$ cat src/rtl/ahbl_pkg.sv
// ahbl_pkg: AHB-Lite transfer codes, pipeline stage bundles and the
// alignment/size legality helper shared by master, slaves and decoder.
package ahbl_pkg;

    typedef enum logic [1:0] {
        HTRANS_IDLE   = 2'b00,
        HTRANS_BUSY   = 2'b01,
        HTRANS_NONSEQ = 2'b10,
        HTRANS_SEQ    = 2'b11
    } htrans_e;

    typedef enum logic [2:0] {
        HSIZE_BYTE = 3'd0,
        HSIZE_HALF = 3'd1,
        HSIZE_WORD = 3'd2
    } hsize_e;

    typedef struct packed {
        logic        vld;
        logic        err;
        logic        write;
        logic [31:0] wdata;
    } a_stage_t;

    typedef struct packed {
        logic vld;
        logic err;
        logic write;
    } d_stage_t;

    // Only the two low address bits matter for alignment up to a word.
    function automatic logic ahbl_legal(input logic [1:0] addr_lo,
                                        input logic [2:0] size);
        logic ok;
        ok = 1'b0;
        case (size)
            HSIZE_BYTE: ok = 1'b1;
            HSIZE_HALF: ok = ~addr_lo[0];
            HSIZE_WORD: ok = (addr_lo == 2'b00);
            default:    ok = 1'b0;
        endcase
        return ok;
    endfunction

endpackage

$ cat src/rtl/ahbl_cmd_master_if.sv
// ahbl_cmd_master_if: command/response stream plus AHB-Lite master bus.
// master: the command master side; slave: command source + bus fabric.
interface ahbl_cmd_master_if;

    logic        cmd_valid;
    logic        cmd_ready;
    logic [31:0] cmd_addr;
    logic        cmd_write;
    logic [2:0]  cmd_size;
    logic [31:0] cmd_wdata;

    logic        rsp_valid;
    logic        rsp_write;
    logic        rsp_err;
    logic [31:0] rsp_rdata;

    logic [31:0] HADDR;
    logic [1:0]  HTRANS;
    logic [2:0]  HSIZE;
    logic        HWRITE;
    logic [31:0] HWDATA;
    logic        HREADY;
    logic [31:0] HRDATA;

    logic        bus_timeout;

    modport master (
        input  cmd_valid, cmd_addr, cmd_write, cmd_size, cmd_wdata,
        input  HREADY, HRDATA,
        output cmd_ready,
        output rsp_valid, rsp_write, rsp_err, rsp_rdata,
        output HADDR, HTRANS, HSIZE, HWRITE, HWDATA,
        output bus_timeout
    );

    modport slave (
        output cmd_valid, cmd_addr, cmd_write, cmd_size, cmd_wdata,
        output HREADY, HRDATA,
        input  cmd_ready,
        input  rsp_valid, rsp_write, rsp_err, rsp_rdata,
        input  HADDR, HTRANS, HSIZE, HWRITE, HWDATA,
        input  bus_timeout
    );

endinterface

$ cat src/rtl/ahbl_cmd_master.sv
// ahbl_cmd_master: single read/write commands -> pipelined AHB-Lite NONSEQ.
// Ports: HCLK, HRESETn (async low), bus (ahbl_cmd_master_if.master).
module ahbl_cmd_master
    import ahbl_pkg::*;
#(
    parameter int TIMEOUT = 16,
    parameter int CNT_W   = 5
) (
    input  logic              HCLK,
    input  logic              HRESETn,
    ahbl_cmd_master_if.master bus
);

    a_stage_t         a_q, a_d;
    d_stage_t         d_q, d_d;
    logic [31:0]      haddr_q, haddr_d;
    htrans_e          htrans_q, htrans_d;
    logic [2:0]       hsize_q, hsize_d;
    logic             hwrite_q, hwrite_d;
    logic [31:0]      hwdata_q, hwdata_d;
    logic             rsp_valid_q, rsp_valid_d;
    logic             rsp_write_q, rsp_write_d;
    logic             rsp_err_q, rsp_err_d;
    logic [31:0]      rsp_rdata_q, rsp_rdata_d;
    logic [CNT_W-1:0] cnt_q, cnt_d;
    logic             tmo_q, tmo_d;
    logic             accept;
    logic             legal;

    assign bus.cmd_ready = bus.HREADY;
    assign accept        = bus.cmd_valid & bus.HREADY;
    assign legal         = ahbl_legal(bus.cmd_addr[1:0], bus.cmd_size);

    always_comb begin
        a_d         = a_q;
        d_d         = d_q;
        haddr_d     = haddr_q;
        htrans_d    = htrans_q;
        hsize_d     = hsize_q;
        hwrite_d    = hwrite_q;
        hwdata_d    = hwdata_q;
        rsp_valid_d = 1'b0;
        rsp_write_d = 1'b0;
        rsp_err_d   = 1'b0;
        rsp_rdata_d = '0;
        cnt_d       = cnt_q;
        tmo_d       = tmo_q;

        if (bus.HREADY) begin
            d_d.vld   = a_q.vld;
            d_d.err   = a_q.err;
            d_d.write = a_q.write;
            hwdata_d  = a_q.wdata;
            a_d       = '0;
            htrans_d  = HTRANS_IDLE;
            if (accept) begin
                a_d.vld   = 1'b1;
                a_d.err   = ~legal;
                a_d.write = bus.cmd_write;
                a_d.wdata = bus.cmd_wdata;
                // Illegal commands keep their slot but stay off the bus.
                if (legal) begin
                    haddr_d  = bus.cmd_addr;
                    htrans_d = HTRANS_NONSEQ;
                    hsize_d  = bus.cmd_size;
                    hwrite_d = bus.cmd_write;
                end
            end
            if (d_q.vld) begin
                rsp_valid_d = 1'b1;
                rsp_write_d = d_q.write;
                rsp_err_d   = d_q.err;
                if (!d_q.write && !d_q.err) begin
                    rsp_rdata_d = bus.HRDATA;
                end
            end
            cnt_d = '0;
        end else if (d_q.vld && cnt_q < CNT_W'(TIMEOUT)) begin
            cnt_d = cnt_q + 1'b1;
        end

        if (cnt_d == CNT_W'(TIMEOUT)) begin
            tmo_d = 1'b1;
        end
    end

    always_ff @(posedge HCLK or negedge HRESETn) begin
        if (!HRESETn) begin
            a_q         <= '0;
            d_q         <= '0;
            haddr_q     <= '0;
            htrans_q    <= HTRANS_IDLE;
            hsize_q     <= '0;
            hwrite_q    <= 1'b0;
            hwdata_q    <= '0;
            rsp_valid_q <= 1'b0;
            rsp_write_q <= 1'b0;
            rsp_err_q   <= 1'b0;
            rsp_rdata_q <= '0;
            cnt_q       <= '0;
            tmo_q       <= 1'b0;
        end else begin
            a_q         <= a_d;
            d_q         <= d_d;
            haddr_q     <= haddr_d;
            htrans_q    <= htrans_d;
            hsize_q     <= hsize_d;
            hwrite_q    <= hwrite_d;
            hwdata_q    <= hwdata_d;
            rsp_valid_q <= rsp_valid_d;
            rsp_write_q <= rsp_write_d;
            rsp_err_q   <= rsp_err_d;
            rsp_rdata_q <= rsp_rdata_d;
            cnt_q       <= cnt_d;
            tmo_q       <= tmo_d;
        end
    end

    assign bus.HADDR       = haddr_q;
    assign bus.HTRANS      = htrans_q;
    assign bus.HSIZE       = hsize_q;
    assign bus.HWRITE      = hwrite_q;
    assign bus.HWDATA      = hwdata_q;
    assign bus.rsp_valid   = rsp_valid_q;
    assign bus.rsp_write   = rsp_write_q;
    assign bus.rsp_err     = rsp_err_q;
    assign bus.rsp_rdata   = rsp_rdata_q;
    assign bus.bus_timeout = tmo_q;

endmodule

$ cat src/flat_wrapper.sv
// flat-port wrapper written by rule: the top's interface ports become plain ports
module ahbl_cmd_master_flat import ahbl_pkg::*;
#(
    parameter int TIMEOUT = 16,
    parameter int CNT_W   = 5
)
  (HCLK, HRESETn, bus_cmd_valid, bus_cmd_addr, bus_cmd_write, bus_cmd_size, bus_cmd_wdata, bus_HREADY, bus_HRDATA, bus_cmd_ready, bus_rsp_valid, bus_rsp_write, bus_rsp_err, bus_rsp_rdata, bus_HADDR, bus_HTRANS, bus_HSIZE, bus_HWRITE, bus_HWDATA, bus_bus_timeout);
  ahbl_cmd_master_if bus_i ();
  input  logic HCLK;
  input  logic HRESETn;
  input wire logic [$bits(bus_i.cmd_valid)-1:0] bus_cmd_valid;
  input wire logic [$bits(bus_i.cmd_addr)-1:0] bus_cmd_addr;
  input wire logic [$bits(bus_i.cmd_write)-1:0] bus_cmd_write;
  input wire logic [$bits(bus_i.cmd_size)-1:0] bus_cmd_size;
  input wire logic [$bits(bus_i.cmd_wdata)-1:0] bus_cmd_wdata;
  input wire logic [$bits(bus_i.HREADY)-1:0] bus_HREADY;
  input wire logic [$bits(bus_i.HRDATA)-1:0] bus_HRDATA;
  output wire logic [$bits(bus_i.cmd_ready)-1:0] bus_cmd_ready;
  output wire logic [$bits(bus_i.rsp_valid)-1:0] bus_rsp_valid;
  output wire logic [$bits(bus_i.rsp_write)-1:0] bus_rsp_write;
  output wire logic [$bits(bus_i.rsp_err)-1:0] bus_rsp_err;
  output wire logic [$bits(bus_i.rsp_rdata)-1:0] bus_rsp_rdata;
  output wire logic [$bits(bus_i.HADDR)-1:0] bus_HADDR;
  output wire logic [$bits(bus_i.HTRANS)-1:0] bus_HTRANS;
  output wire logic [$bits(bus_i.HSIZE)-1:0] bus_HSIZE;
  output wire logic [$bits(bus_i.HWRITE)-1:0] bus_HWRITE;
  output wire logic [$bits(bus_i.HWDATA)-1:0] bus_HWDATA;
  output wire logic [$bits(bus_i.bus_timeout)-1:0] bus_bus_timeout;
  assign bus_i.cmd_valid = bus_cmd_valid;
  assign bus_i.cmd_addr = bus_cmd_addr;
  assign bus_i.cmd_write = bus_cmd_write;
  assign bus_i.cmd_size = bus_cmd_size;
  assign bus_i.cmd_wdata = bus_cmd_wdata;
  assign bus_i.HREADY = bus_HREADY;
  assign bus_i.HRDATA = bus_HRDATA;
  assign bus_cmd_ready = bus_i.cmd_ready;
  assign bus_rsp_valid = bus_i.rsp_valid;
  assign bus_rsp_write = bus_i.rsp_write;
  assign bus_rsp_err = bus_i.rsp_err;
  assign bus_rsp_rdata = bus_i.rsp_rdata;
  assign bus_HADDR = bus_i.HADDR;
  assign bus_HTRANS = bus_i.HTRANS;
  assign bus_HSIZE = bus_i.HSIZE;
  assign bus_HWRITE = bus_i.HWRITE;
  assign bus_HWDATA = bus_i.HWDATA;
  assign bus_bus_timeout = bus_i.bus_timeout;
  ahbl_cmd_master #(.TIMEOUT(TIMEOUT), .CNT_W(CNT_W)) u_core (.HCLK(HCLK), .HRESETn(HRESETn), .bus(bus_i));
endmodule
$ cat config.mk
export PLATFORM = sky130hd
export DESIGN_NAME = ahbl_cmd_master_flat
export DESIGN_NICKNAME = d
export VERILOG_FILES = /design/src/rtl/ahbl_pkg.sv /design/src/rtl/ahbl_cmd_master_if.sv /design/src/rtl/ahbl_cmd_master.sv /design/src/flat_wrapper.sv
export SDC_FILE = /design/constraint.sdc
export NUM_CORES = 1
export LEC_CHECK = 0
export ABC_AREA = 1
export BUFFER_PORTS_ARGS = -buffer_cell sky130_fd_sc_hd__buf_4
export CORE_MARGIN = 3
export CORE_UTILIZATION = 49
export DETAILED_ROUTE_END_ITERATION = 10
export PLACE_DENSITY = 0.77
export SLEW_MARGIN = 5
export SYNTH_ARGS = -nofsm -noshare
export SYNTH_HDL_FRONTEND = slang
export SYNTH_SLANG_ARGS = --single-unit
$ cat constraint.sdc
create_clock -name HCLK -period 1.34 [get_ports HCLK]
set_input_delay 0 -clock HCLK [delete_from_list [all_inputs] [get_ports HCLK]]
set_output_delay 0 -clock HCLK [all_outputs]
set_load 0.05 [all_outputs]
### Yosys cells after proc, flatten, opt, wreduce, memory -nomap -nowiden

Cells that the tools add are included.

| word-level totals | value |
|---|---|
| flip-flop bits (word level) | 149 |
| bits of input ports | 104 |

| operators by class | value |
|---|---|
| $add $sub $neg | 1 |
| order comparisons | 1 |
| equal/unequal tests | 3 |
| multiplexer cells | 15 |
| bitwise operators | 3 |
| reduce and logical (&&, ||, !) cells | 7 |

Operators by type and width:

| operator | count |
|---|---|
| 2-to-1 mux 32 bit | 3 |
| 2-to-1 mux 35 bit | 1 |
| 2-to-1 mux 5 bit | 2 |
| 2-to-1 mux 1 bit | 6 |
| adder 5 x 1 -> 5 bit, second input constant | 1 |
| equality test 5 bit, second input constant | 1 |
| less-than comparator 5 bit, second input constant | 1 |
| 2-to-1 mux 2 bit | 2 |
| equality test 3 x 1 -> 1 bit, second input constant | 1 |
| equality test 3 x 2 -> 1 bit, second input constant | 1 |
| zero test 3 bit | 1 |
| one-hot mux 1 bit (3 select lines) | 1 |
| AND reduction 3 bit | 1 |
| logical AND 1 bit | 2 |
| zero test 1 bit | 2 |
| zero test 2 bit | 1 |
| inverter 1 bit | 2 |
| AND 1 bit | 1 |

### Logic depth before layout (Yosys ltp)

| depth | value |
|---|---|
| depth after elaboration | 5 |
| gate-level depth with buffers | 9 |

### Least setup slack after synthesis

Ideal clock, no wire load.

| path | value |
|---|---|
| path type | register -> register |
| start point | register u_core.cnt_q[0] |
| end point | register u_core.tmo_q, in the netlist u_core.bus.bus_timeout |
| setup time | 0.066 ns |
| arrival | 1.072 ns |
| data required time | 1.274 ns |
| path slack | 0.202 ns |
| cell stages (with the launch flop) | 9 |
| path buffers | 0 |
| clock period less this slack | 1.138 ns |
| path through | dfrtp_1 -> ha_1 -> inv_1 -> nand3_1 -> nand3_1 -> nand2_1 -> nor2_1 -> nand3_1 -> nand2_1 |

| on the way | value |
|---|---|
| word-level cells in the longest chain between the ends | 5 |
| elaborated cells between the ends (all ways) | 6 |

RTL lines:

| element | RTL line | RTL |
|---|---|---|
| from (decl) | ahbl_cmd_master.sv:25 | `logic [CNT_W-1:0] cnt_q, cnt_d;` |
| from (signal assigned) | ahbl_cmd_master.sv:114 | `cnt_q <= cnt_d;` |
| less-than comparator 5 bit | ahbl_cmd_master.sv:78 | `end else if (d_q.vld && cnt_q < CNT_W'(TIMEOUT)) begin` |
| logical AND 1 bit | ahbl_cmd_master.sv:78 |  |
| 2-to-1 mux 5 bit * | ahbl_cmd_master.sv:78 |  |
| 2-to-1 mux 5 bit * | ahbl_cmd_master.sv:49 | `if (bus.HREADY) begin` |
| equality test 5 bit * | ahbl_cmd_master.sv:82 | `if (cnt_d == CNT_W'(TIMEOUT)) begin` |
| to (signal assigned) | ahbl_cmd_master.sv:115 | `tmo_q <= tmo_d;` |
| to (decl) | ahbl_cmd_master.sv:26 | `logic tmo_q, tmo_d;` |

Every way passes the cells marked *; elsewhere a longest branch is shown, timed or not.
A chain may end at the register's enable or synchronous reset.

### Final worst setup path

| path | value |
|---|---|
| start point | register u_core.cnt_q[1] |
| end point | register u_core.tmo_q, in the netlist u_core.bus.bus_timeout |

Same word-level chain as after synthesis.

==> impl_metrics.ini <==
[setup_path]
cp-end-kind = flip-flop
critPathLaunchType = flip-flop
cp.arrival_ns = 1.75
path_class = reg2reg
worstPathMaxFanout = 2
cp_data_required_time_ns = 1.80

[die]
start_util_pct = 50.5
core.rowCount = 38
die-area_um2 = 12500
chipHeight_um = 112
core_um2 = 10900
die_width_um = 112
pin_count = 211

[clock_tree]
cts_buffer_depth = 2
h-tree-depth = 4
cts_tree = built
numCtsBuffers = 17
path_clk_slew_ns = 0.06
worstSkewPairLatency_ns = 0.53
cts-root-buf = clkbuf_8
clkSinkCount = 148

[synth]
syn_inst = 557
synth_top_area_share_pct = 67.4
synth-warning-count = 0
synth_nets = 662
synth_flop_cell = dfrtp_1
synth_area_per_cell_um2 = 9.87
ys_seq_elements = 148
synth.cell_area_um2 = 5500
synth_area_leaders = dfrtp_1, nand2_1, a22o_1
synth-edff-count = 0
synthTopCellsByCount = nand2_1, dfrtp_1, nand3_1
synthArstFlopShare_pct = 100
synth_top_area_cell = dfrtp_1
synth_cell_types = 18
synth.most_common_cell = nand2_1
synth_seq_area_share_pct = 67.4

[power_and_ir_drop]
pwr-share-comb_pct = 25.7
cellInternalPower_w = 0.00928
swShare_pct = 33.0
ir_drop_v = 0.000943
powerDensity_nw_per_um2 = 1470
p_seq_share_pct = 38.0
pwr-share-clk_pct = 36.3
p_leak_nw = 4.90
p_switching_w = 0.00457

[timing]
min_period_ns = 1.29
slew_violations = 0
tns_ns = 0
clock.fmax_ghz = 0.775
postLayoutSetupSlackWorst_ns = 0.0490
timing.final.crit_share_pct = 96.3
grt_setup_unrepaired = yes
hold_viol = 0
setup_violations = 0
finalClockSkew_ns = 0.00934

[global_route]
first_global_vias = 6115
overflow = 0
grt_max_degree = 58
grt_pass1_wl_um = 32500
antenna_found_initial = 1
grtUsageTotal_pct = 33.5

[final_layout]
instances_no_fill = 1071
syn2layout_area_growth_pct = 71.9
fin_util_pct = 86.8
design_area_um2 = 9450
final_layout_size_suffix_gt1_share_pct = 29.1
nets = 1023

[place]
place_area_um2 = 7250
port_buffers = 209
preCtsSetupSlack_ns = 0.0443
globalplace.congestion = 0.828
dp.cells = 886
hpwl_um = 9340

[drt]
routed_wl_um = 20900
drt-initial-drc-count = 625
antenna_left = 0
vias = 5759
drc = 0
wl_per_cell_um = 19.5
via_per_inst = 5.38
drt-pass1-iter-count = 5

[outcome]
status = completed

[min_path]
hold_class = in2reg

[job]
drv_cap = 0
## layout make-up
class,instances,area [um2]
clock buffer,20,445
sequential,148,3700
fill,473,1440
multi-input combinational,345,1570
clock inverter,11,176
antenna,1,2.50
tap,140,175
timing repair buffer,375,3260
inverter,31,116
## cells in the final DEF, fill, tap and decap left out
| master | netlist | final |
|---|---|---|
| buf_6 | 0 | 1 |
| ha_4 | 0 | 1 |
| buf_4 | 2 | 219 |
| a21oi_2 | 1 | 1 |
| o21ai_1 | 6 | 6 |
| a22o_1 | 25 | 25 |
| o21ai_2 | 0 | 1 |
| inv_1 | 26 | 25 |
| bufinv_16 | 0 | 4 |
| clkinv_1 | 1 | 1 |
| inv_6 | 0 | 1 |
| nor2_2 | 0 | 1 |
| clkinv_4 | 0 | 2 |
| dlygate4sd3_1 | 0 | 149 |
| nand2_1 | 213 | 213 |
| clkbuf_16 | 0 | 16 |
| dfrtp_1 | 148 | 148 |
| o21ai_0 | 21 | 20 |
| clkinvlp_4 | 0 | 4 |
| dlymetal6s4s_1 | 0 | 1 |
| clkbuf_1 | 11 | 1 |
| nand3_2 | 0 | 6 |
| nand3_1 | 38 | 32 |
| inv_2 | 4 | 5 |
| buf_12 | 0 | 5 |
| conb_1 | 1 | 1 |
| nand2_2 | 1 | 1 |
| nor2_1 | 37 | 36 |
| diode_2 | 0 | 1 |
| a21oi_1 | 1 | 1 |
| clkbuf_8 | 0 | 3 |
## metrics by stage
stage	power, W	hold slack [ns]
6_report	0.0139	0.0533
3_5_place_dp	0.00828	-0.0490
4_1_cts	0.0135	0.0315
5_1_grt	0.0143	0.0488
2_1_floorplan	0.00710	-0.296
3_3_place_gp	0.00820	-0.0547
## worst max-delay path, cell delays in order, from the launching register on
cell and delay, ns:
dfrtp_1 0.42, ha_4 0.26, inv_2 0.06, nand3_2 0.07, nand3_2 0.08, nand2_1 0.07
nor2_2 0.13, nand3_2 0.09, nand2_1 0.06
## routing by layer
metal | global-route usage (%) | vias to the layer above | wire, um
met2 | 58.1 | 380 | 10700
met5 | 0 | - | 0
met4 | 18.5 | 0 | 1150
met3 | 7.93 | 109 | 1720
li1 | - | 2473 | -
met1 | 38.3 | 2797 | 7310
## cell families after synthesis
logic type / synth area share (%)
adders and majority gates: 0.228
AOI/OAI and AO/OA: 6.69
and+or+nand+nor: 20.7
buffers and inverters: 4.96
other: 0.0682
DFF: 67.4
## what timing repair did
item                                   CTS  global route
hold buffers                           150             0
setup buffers                            0             3
endpoints found under the hold margin  260             0
setup endpoints to repair                0             3
resized for setup                        0            12
## power groups by stage
stage	Sequential (W)	Combinational (W)	Clock [W]
floorplan	0.00652	0.000574	0
global placement	0.00524	0.00296	0
detailed placement	0.00526	0.00302	0
CTS	0.00519	0.00335	0.00501
global route	0.00529	0.00371	0.00527
finish	0.00526	0.00356	0.00503
## state kept, by name, summed over array words and instances (netlist names)
name and count:
u_core.a_q 35, u_core.bus.HADDR 32, u_core.bus.HWDATA 32, u_core.bus.rsp_rdata 32
u_core.cnt_q 5, u_core.bus.HSIZE 3, u_core.d_q 3, u_core.bus.HTRANS 1
u_core.bus.HWRITE 1, u_core.bus.bus_timeout 1, u_core.bus.rsp_err 1, u_core.bus.rsp_valid 1
u_core.bus.rsp_write 1
## path summary, 6_finish.rpt
kind                                  from                  endpoint  slack [ns]  depth (start not counted)
hold reg to reg             u_core.a_q[20]     u_core.bus.HWDATA[20]        0.47                          2
setup reg to reg           u_core.cnt_q[1]    u_core.bus.bus_timeout        0.05                          8
setup / recovery           u_core.cnt_q[1]    u_core.bus.bus_timeout        0.05                          8
min in group asynchronous          HRESETn      u_core.bus.HADDR[30]        0.52                          3
max in group asynchronous          HRESETn  u_core.bus.rsp_rdata[22]        0.14                          4
hold / removal                  bus_HREADY     u_core.bus.HWDATA[12]        0.05                          4
Note: power is estimated with default switching activity, not from simulation.
